<file path="config.mk">
export PLATFORM = sky130hd
export DESIGN_NAME = seq_wide_adder
export DESIGN_NICKNAME = d
export VERILOG_FILES = /design/src/rtl/seq_wide_adder.sv
export SDC_FILE = /design/constraint.sdc
export NUM_CORES = 1
export LEC_CHECK = 0
export ABC_AREA = 1
export CORE_MARGIN = 5
export CORE_UTILIZATION = 54
export DETAILED_ROUTE_END_ITERATION = 12
export PLACE_DENSITY = 0.84
export RECOVER_POWER = 100
export SYNTH_ARGS = -nofsm -noshare
export SYNTH_HDL_FRONTEND = slang
export SYNTH_SLANG_ARGS = --single-unit
export TNS_END_PERCENT = 1
</file>
<file path="constraint.sdc">
create_clock -name clk -period 4.5 [get_ports clk]
set_input_delay 0.675 -clock clk [delete_from_list [all_inputs] [get_ports clk]]
set_output_delay 0.675 -clock clk [all_outputs]
set_load 0.02 [all_outputs]
</file>
<file path="src/rtl/seq_wide_adder.sv">
// rtl/seq_wide_adder.sv - multi-cycle wide adder reusing one 4-bit ripple slice
module full_adder (
    input  logic a,
    input  logic b,
    input  logic ci,
    output logic s,
    output logic co
);
    assign s  = a ^ b ^ ci;
    assign co = (a & b) | (ci & (a ^ b));
endmodule

module seq_wide_adder #(
    parameter int WIDTH = 16
) (
    input  logic             clk,
    input  logic             rst_n,
    input  logic             in_valid,
    output logic             in_ready,
    input  logic [WIDTH-1:0] a,
    input  logic [WIDTH-1:0] b,
    input  logic             cin,
    output logic             out_valid,
    input  logic             out_ready,
    output logic [WIDTH-1:0] sum,
    output logic             cout,
    output logic             busy
);
    localparam int NSLICE = WIDTH / 4;
    localparam int CW     = (NSLICE > 1) ? $clog2(NSLICE) : 1;

    typedef enum logic [1:0] {IDLE, RUN, DONE} state_t;

    state_t          state;
    logic [WIDTH-1:0] a_q;
    logic [WIDTH-1:0] b_q;
    logic             carry;
    logic [CW-1:0]    cnt;

    logic [3:0] slice_a;
    logic [3:0] slice_b;
    logic [3:0] slice_s;
    logic [4:0] chain;
    logic       last_slice;

    // Select the operand nibbles addressed by the slice counter.
    always_comb begin
        slice_a = '0;
        slice_b = '0;
        for (int k = 0; k < NSLICE; k++) begin
            if (cnt == CW'(k)) begin
                slice_a = a_q[4*k +: 4];
                slice_b = b_q[4*k +: 4];
            end
        end
    end

    assign chain[0] = carry;

    genvar i;
    generate
        for (i = 0; i < 4; i++) begin : g_fa
            full_adder u_fa (
                .a  (slice_a[i]),
                .b  (slice_b[i]),
                .ci (chain[i]),
                .s  (slice_s[i]),
                .co (chain[i+1])
            );
        end
    endgenerate

    assign last_slice = (cnt == CW'(NSLICE - 1));

    // Control FSM; also owns the operand, carry, sum and handshake registers.
    always_ff @(posedge clk or negedge rst_n) begin
        if (!rst_n) begin
            state     <= IDLE;
            a_q       <= '0;
            b_q       <= '0;
            carry     <= 1'b0;
            cnt       <= '0;
            sum       <= '0;
            cout      <= 1'b0;
            out_valid <= 1'b0;
            busy      <= 1'b0;
            in_ready  <= 1'b1;
        end else begin
            case (state)
                IDLE: begin
                    if (in_valid) begin
                        a_q      <= a;
                        b_q      <= b;
                        carry    <= cin;
                        cnt      <= '0;
                        in_ready <= 1'b0;
                        busy     <= 1'b1;
                        state    <= RUN;
                    end
                end
                RUN: begin
                    for (int k = 0; k < NSLICE; k++) begin
                        if (cnt == CW'(k)) begin
                            sum[4*k +: 4] <= slice_s;
                        end
                    end
                    carry <= chain[4];
                    if (last_slice) begin
                        cout      <= chain[4];
                        out_valid <= 1'b1;
                        state     <= DONE;
                    end else begin
                        cnt <= cnt + CW'(1);
                    end
                end
                DONE: begin
                    if (out_ready) begin
                        out_valid <= 1'b0;
                        busy      <= 1'b0;
                        in_ready  <= 1'b1;
                        state     <= IDLE;
                    end
                end
                default: begin
                    state <= IDLE;
                end
            endcase
        end
    end
endmodule

</file>
# == Word-level counts from Yosys, hierarchy flattened ==
# Index checks and enable logic that the tools add are counted.
# classes
mux,25
n_eq_ne,9
n_bitwise,20
add_sub_neg,1
n_reduce_logical,15
# ops
operator,count
$mux 4,8
$reduce_and 2->1,6
$reduce_and 3->1,4
$mux 2,5
$and 1x1->1,8
$ne 2x2->1 const B,4
$pmux 1 s2,4
$xor 1x1->1,8
$eq 2x2->1 const B,3
$mux 1,6
$pmux 2 s3,1
$reduce_bool 2->1,3
$eq 2x1->1 const B,2
$logic_not 2->1,2
$or 1x1->1,4
$pmux 2 s2,1
$add 2x1->2 const B,1
# totals
in_bits,37
wordCells,83
reg_bits,57

# == Logic depth before layout (Yosys ltp) ==
# Gate-level depths: netlist of run 1.
# logic_depth
word_depth,15
mapped_depth,16
depth_no_buf,16

# == Modules after synthesis ==
# From an unflattened synthesis of run 1, not the netlist that was laid out.
# hier_totals
cells_unflattened,317
hier_area_um2,2622.5
# by_module_without_submodules
mod,cells_each,area_each_um2,n_inst
seq_wide_adder,313,2542.4,1
full_adder,1,20.0,4

# == Worst setup path before layout of run 1 ==
# OpenSTA, ideal clock, no wires.
# synth_timing
kind,flip-flop to flip-flop
startpoint,register cnt[0]
endpoint,register sum[11]
t_arrival_ns,2.862
path_stages_with_launch,14
period_less_slack_ns,2.945
slack_ns,1.555
required_ns,4.417
n_path_buf,1
path_cell_list,dfrtp_1 -> inv_1 -> ha_1 -> buf_2 -> a21oi_1 -> nand2_1 -> nand2_1 -> nand2_1 -> fa_1 -> fa_1 -> fa_1 -> fa_1 -> inv_1 -> o21ai_0
# synth_between
elab_chain_len,13
word_cells_on_any_way,27
cone_classes,3 x eq/ne; 8 x mux; 14 x bitwise; 2 x reduce/logical
# synth_lines
item,line,source
from (decl),38,logic [CW-1:0] cnt;
from (signal assigned),113,cnt <= cnt + CW'(1);
$logic_not 2->1,51,if (cnt == CW'(k)) begin
$mux 4 (4 in series),51,
$xor 1x1->1,10,assign co = (a & b) | (ci & (a ^ b));
$and 1x1->1,10,
$or 1x1->1,10,
$and 1x1->1,10,
$or 1x1->1,10,
$and 1x1->1,10,
$or 1x1->1,10,
$xor 1x1->1 (*),9,assign s = a ^ b ^ ci;
named net g_fa[3].u_fa.s,6,"output logic s,"
"to (signal, indexed assignment)",104,sum[4*k +: 4] <= slice_s;
to (decl),25,"output logic [WIDTH-1:0] sum,"
# The timed path passes the listed nets; every way through them passes the cells marked *.
# A chain may end at the register's enable or synchronous reset.

# == Final worst setup path of run 1 ==
# layout_timing
startpoint,register cnt[0]
endpoint,register sum[15]
# Same word-level chain as after synthesis.

==> results of run 1 <==
[registers in the layout, summed over array words and instances (netlist names)]
signal and count:
a_q 16, b_q 16, sum 16, cnt 2, state 2, busy 1
carry 1, cout 1, in_ready 1, out_valid 1
[placed cells by master (no fill, tap or decap)]
cell type        count
a21o_1               1
a21oi_1             11
and3_1               1
buf_2                1
clkbuf_1             2
clkbuf_8            13
clkdlybuf4s50_1     34
clkinv_2             2
dfrtp_1             56
dfstp_2              1
dlygate4sd3_1       21
fa_1                 4
ha_1                 4
inv_1               19
inv_2                1
inv_4                1
nand2_1            156
nand2_2              1
nand3_1              5
nand4_1              2
nor2_1              14
o21ai_0             23
o31ai_1              1
[routing by layer]
| layer | GRT usage | vias up |
|---|---|---|
| li1 | - | 1080 |
| met1 | 0.237 | 958 |
| met2 | 0.319 | 68 |
| met3 | 0.0609 | 12 |
| met4 | 0.101 | 0 |
| met5 | 0 | - |
[cell usage after synthesis, drive strengths merged]
cell    instances  area share
nand2         157        0.23
dfrtp          56        0.53
o21ai          23       0.052
inv            21       0.031
nor2           14       0.020
a21oi          11       0.021
buf            10       0.031
nand3           5      0.0095
fa              4       0.030
ha              4       0.019
nand4           2      0.0048
a21o            1      0.0029
and3            1      0.0024
clkbuf          1      0.0019
dfstp           1       0.010
o31ai           1      0.0029
[power breakdown]
| group | switching [mW] | total, mW | internal, mW |
|---|---|---|---|
| Sequential | 0.149 | 0.911 | 0.762 |
| Clock | 0.187 | 0.445 | 0.258 |
| Combinational | 0.776 | 1.21 | 0.439 |
| Total | 1.11 | 2.57 | 1.46 |
[path summary, 6_finish.rpt]
kind	startpoint	endpoint	slack, ns	depth (start not counted)
hold reg to reg	b_q[15]	b_q[15]	0.48	2
setup / recovery	cnt[0]	sum[15]	0.99	13
setup reg to reg	cnt[0]	sum[15]	0.99	13
max in group asynchronous	rst_n	a_q[10]	1.47	2
min in group asynchronous	rst_n	busy	1.37	2
hold / removal	b_q[15]	b_q[15]	0.48	2
[tightest hold or removal path: stages (launching register included)]
cell and delay, ns:
dfrtp_1 0.34, nand2_1 0.06, nand2_1 0.05
[final cells by class]
cell class / count / area [um^2] / share of cell area
timing repair buffer: 57 / 559 / 0.167
sequential: 57 / 1430 / 0.426
multi-input combinational: 223 / 1000 / 0.300
clock buffer: 14 / 183 / 0.0546
clock inverter: 2 / 10.0 / 0.00299
inverter: 21 / 81.3 / 0.0243
tap: 67 / 83.8 / 0.0250
[cell families (layout without fill, tap and decap cells)]
family                     count (synthesis)  after routing
AOI/OAI and AO/OA                         36             36
adders and majority gates                  8              8
buffers and inverters                     32             94
DFF                                       57             57
and+or+nand+nor                          179            179
[per-stage QoR]
stage	utilization	hold WS (ns)	power, mW	worst slack, ns
after global routing	0.709	0.489	2.80	0.744
final	0.709	0.477	2.57	0.989
after global placement	0.675	0.466	2.15	1.25
after CTS	0.716	0.482	2.68	0.994
after detailed placement	0.675	0.468	2.23	1.04
after floorplan	-	0.379	1.79	1.55
==> results.yml, run 1 <==
run_status:
  status: "finished, violations left"
  violations: "max-capacitance violations, max-slew violations"
synthesis:
  synth_top_family_by_area: "simple AND/OR/NAND/NOR gates"
  synth.ff_latch_count: 57
  yosysWarnings: 0
  synth_compound_area_frac: 0.0790
  synth-simple-area-share: 0.265
  syn_inst: 312
  synth_nets: 357
  ys_seq_area_frac: 0.543
  yosys.area_share.adder: 0.0495
  syn_area_per_cell_um2: 8.43
  netlist_area_um2: 2630
  synth_cell_types: 23
  synth_xor_area_frac: 0
  muxShareOfSynthArea: 0
layout:
  drive_gt1_frac: 0.0535
  final_area_um2: 3350
  diodes: 0
  fin_nets: 414
  fill_cells: 398
  syn2layout_area_growth_pct: 27.3
  layout.cells.non_filler: 441
power_and_ir_drop:
  vdd_ir_drop_max_mv: 0.352
  total_leakage_power_nw: 1.75
  power.density_nw_per_um2: 768
floorplan:
  core_um2: 4720
  die_h_um: 79.8
  start_util: 0.557
  dieWidth_um: 79.8
  io-pin-count: 57
  num_rows: 25
  dieArea_um2: 6370
route:
  routed.top_layer: "met4"
  met2WireLength_mm: 2.70
  detail-route-antenna-nets: 0
  routed_wl_mm: 5.66
  drt_iter0_drc: 107
  drtPass1Iterations: 4
  vias: 2118
  drcViolationCount: 0
  wl_met1_mm: 2.49
  wl_per_cell_um: 12.8
  dr_wl_met3_um: 355
  via_per_inst: 4.80
placed_design:
  port_buffers: 56
  dpl_cell_area_um2: 3190
  dpl.hpwl_mm: 4.14
  place.gp.congestion: 0.862
  dp_cells: 425
clocking:
  cts-resized-gates: 0
  clkTransAtPathRegs_ns: 0.06
  htreeDepth: 3
  cts-buffers-inserted: 9
  clock_path_buffers: 2
  cts_setup_buffers: 0
  cts-root-buf: "clkbuf_8"
  cts_tree: "done"
  ctsHoldBuffers: 0
  clock_latency_ns: 0.33
  clock_sinks: 57
global_routing:
  first_global_vias: 2118
  grt_max_degree: 58
  gr-usage-all-layers: 0.197
  grt_overflow: 0
  antenna_found_initial: 0
  grt_first_pass_wirelength_mm: 9.45
sta:
  hold_violations: 0
  setup_viol: 0
  drv_slew: 58
  finalClockSkew_ns: 0.00784
  fin_setup_tns_ns: 0
  max_freq_mhz: 285
  worstMarginPinSlew_ns: 2.91
  max_slew_margin: -0.939
  rsz0062_at_grt: "no"
  fin_crit_ns: 3.51
  period_share: 0.780
setup_path:
  crit_required_ns: 4.74
  cp-start-kind: "flop"
  crit_family: "adder cells"
  path_cells: "inv_1 > ha_1 > inv_1 > nor2_1 > nor2_1 > nand2_1 > nand2_1 > fa_1 > fa_1 > fa_1 > fa_1 > inv_1 > o21ai_0"
  setup.worst_path.class: "flop to flop"
  path_max_fanout: 11
  worstPathArrival_ns: 3.76
  critical_path.most_common_cell: "fa_1"
  worstPathBufferInverterCount: 3
  crit_path_end_kind: "flop"
  slowest_delay_ns: 0.50
  slowest_stage: "fa_1"
hold_path:
  hp-class: "flop to flop"
run:
  cap_violations: 1
(Power assumes the default switching activity.)
==> run 2: changes to the inputs <==
- CORE_UTILIZATION: 54 -> 45
- PLACE_DENSITY: 0.84 -> 0.75
- clock period: 4.5 -> 2.9 ns (I/O delays scaled with it)
==> run 2 against run 1 <==
  * The run ends with negative setup slack left
  * Flip-flop and latch count did not move
  * Largest power group unchanged
  * Clock skew fell by 0.0028 ns
  * Critical endpoint is now sum[3]
  * Maximum frequency rose by 18%
  * Via count grew 4.2%
  * Final cell count is 3.6% higher
  * Worst setup slack worse by 1.1 ns
  * Core utilization is 7.9 points lower
  * Die area rose by 17%
  * Count of clock-buffer cells in the layout is 4 lower
  * Combinational power rose by 80%
  * Non-clock buffer count grew 11
  * Routed wire length is 4.6% higher
==> results.yml, run 2 (synthesis gave the netlist of run 1 again) <==
run_status:
  status: "finished, violations left"
  violations: "negative setup slack"
sta:
  max_freq_mhz: 336
  setup_viol: 4
  hold_violations: 0
  rsz0062_at_grt: "yes"
  worstMarginPinSlew_ns: 1.19
  setup_ws_ns: -0.0728
  finalClockSkew_ns: 0.00503
  drv_slew: 0
  fin_setup_tns_ns: -0.237
  max_slew_margin: 0.204
  period_share: 1.03
  fin_crit_ns: 2.97
route:
  drt_iter0_drc: 91
  via_per_inst: 4.83
  routed_wl_mm: 5.92
  vias: 2206
  drtPass1Iterations: 4
  drcViolationCount: 0
  wl_per_cell_um: 13.0
  detail-route-antenna-nets: 0
clocking:
  cts-root-buf: "clkbuf_8"
  htreeDepth: 3
  cts-buffers-inserted: 9
  cts_tree: "done"
  clock_sinks: 57
  clock_latency_ns: 0.33
  clkTransAtPathRegs_ns: 0.06
  clock_path_buffers: 2
global_routing:
  grt_first_pass_wirelength_mm: 10.1
  antenna_found_initial: 0
  grt_overflow: 0
  first_global_vias: 2168
  gr-usage-all-layers: 0.174
  grt_max_degree: 38
layout:
  fill_cells: 517
  regArea_um2: 1430
  final_cell_mix: "155 x nand2_1, 56 x dfrtp_1, 34 x clkdlybuf4s50_1"
  final_core_util: 0.630
  final_common_cell: "nand2_1"
  top_regs: "a_q: 16 flops, b_q: 16 flops, sum: 16 flops"
  multi_input_area_um2: 1050
  final_area_um2: 3530
  syn2layout_area_growth_pct: 34.3
  diodes: 0
  layout.cells.non_filler: 457
  fin_nets: 425
  drive_gt1_frac: 0.130
setup_path:
  crit_path_end_kind: "flop"
  worstPathArrival_ns: 3.23
  setup.worst_path.class: "flop to flop"
  path_max_fanout: 4
  cp-start-kind: "flop"
  crit_required_ns: 3.16
power_and_ir_drop:
  power.density_nw_per_um2: 1270
  total_leakage_power_nw: 1.82
  vdd_ir_drop_max_mv: 0.561
hold_path:
  hp-class: "primary input to asynchronous set/reset pin"
placed_design:
  dpl_cell_area_um2: 3280
  place.gp.congestion: 0.918
  pre_cts_ws_ns: -0.185
  dpl.hpwl_mm: 4.32
  dp_cells: 440
  port_buffers: 56
run:
  cap_violations: 0
floorplan:
  start_util: 0.469
  num_rows: 27
  core_um2: 5610
  die_h_um: 86.5
  dieWidth_um: 86.5
  dieArea_um2: 7470
  io-pin-count: 57
## run 2: cell type report
class / instances / area share
clock inverters: 6 / 0.0298
repair buffers: 68 / 0.181
multi-input cells: 223 / 0.299
flip-flops and latches: 57 / 0.404
well taps: 72 / 0.0255
inverters: 21 / 0.0223
clock buffers: 10 / 0.0390
## run 2: metal layers
layer  track usage  part of all wire
met1         0.226              0.43
met2         0.274              0.47
met3        0.0428             0.071
met4        0.0850             0.025
met5             0                 0
## run 2: worst paths after layout
kind	startpoint	end	slack (ns)	depth (start not counted)
max in group asynchronous	rst_n	b_q[14]	1.14	2
setup reg to reg	cnt[0]	sum[3]	-0.07	13
setup / recovery	cnt[0]	sum[3]	-0.07	13
hold reg to reg	sum[12]	sum[12]	0.48	2
hold / removal	rst_n	a_q[8]	0.31	1
min in group clk	sum[12]	sum[12]	0.48	2
## run 2: critical path: stages, from the launching register on
cell and delay, ns:
dfrtp_1 0.41, inv_2 0.07, ha_2 0.19, buf_4 0.14, a21oi_1 0.11, nand2_1 0.07
nand2_1 0.08, nand2_2 0.06, fa_2 0.34, fa_2 0.34, fa_2 0.35, fa_2 0.53
inv_2 0.07, o21ai_2 0.13
## run 2: power breakdown
part	total, mW	switching [mW]	internal [mW]
Clock	0.898	0.308	0.589
Sequential	1.41	0.224	1.18
Combinational	2.18	1.37	0.814
Total	4.48	1.90	2.58
## run 2: what timing repair did
action | CTS | global route
pin swaps | 1 | 1
setup endpoints to repair | 6 | 6
buffers inserted | 1 | 0
cloned | 0 | 0
resized for setup | 9 | 6
hold buffers | 0 | 0
## run 2: through the flow
stage          power, mW  hold WS (ns)
6_report            4.48         0.307
5_1_grt             4.88         0.417
4_1_cts             4.53        0.0572
3_5_place_dp        3.55         0.424
3_3_place_gp        3.47         0.419
2_1_floorplan       2.79         0.139
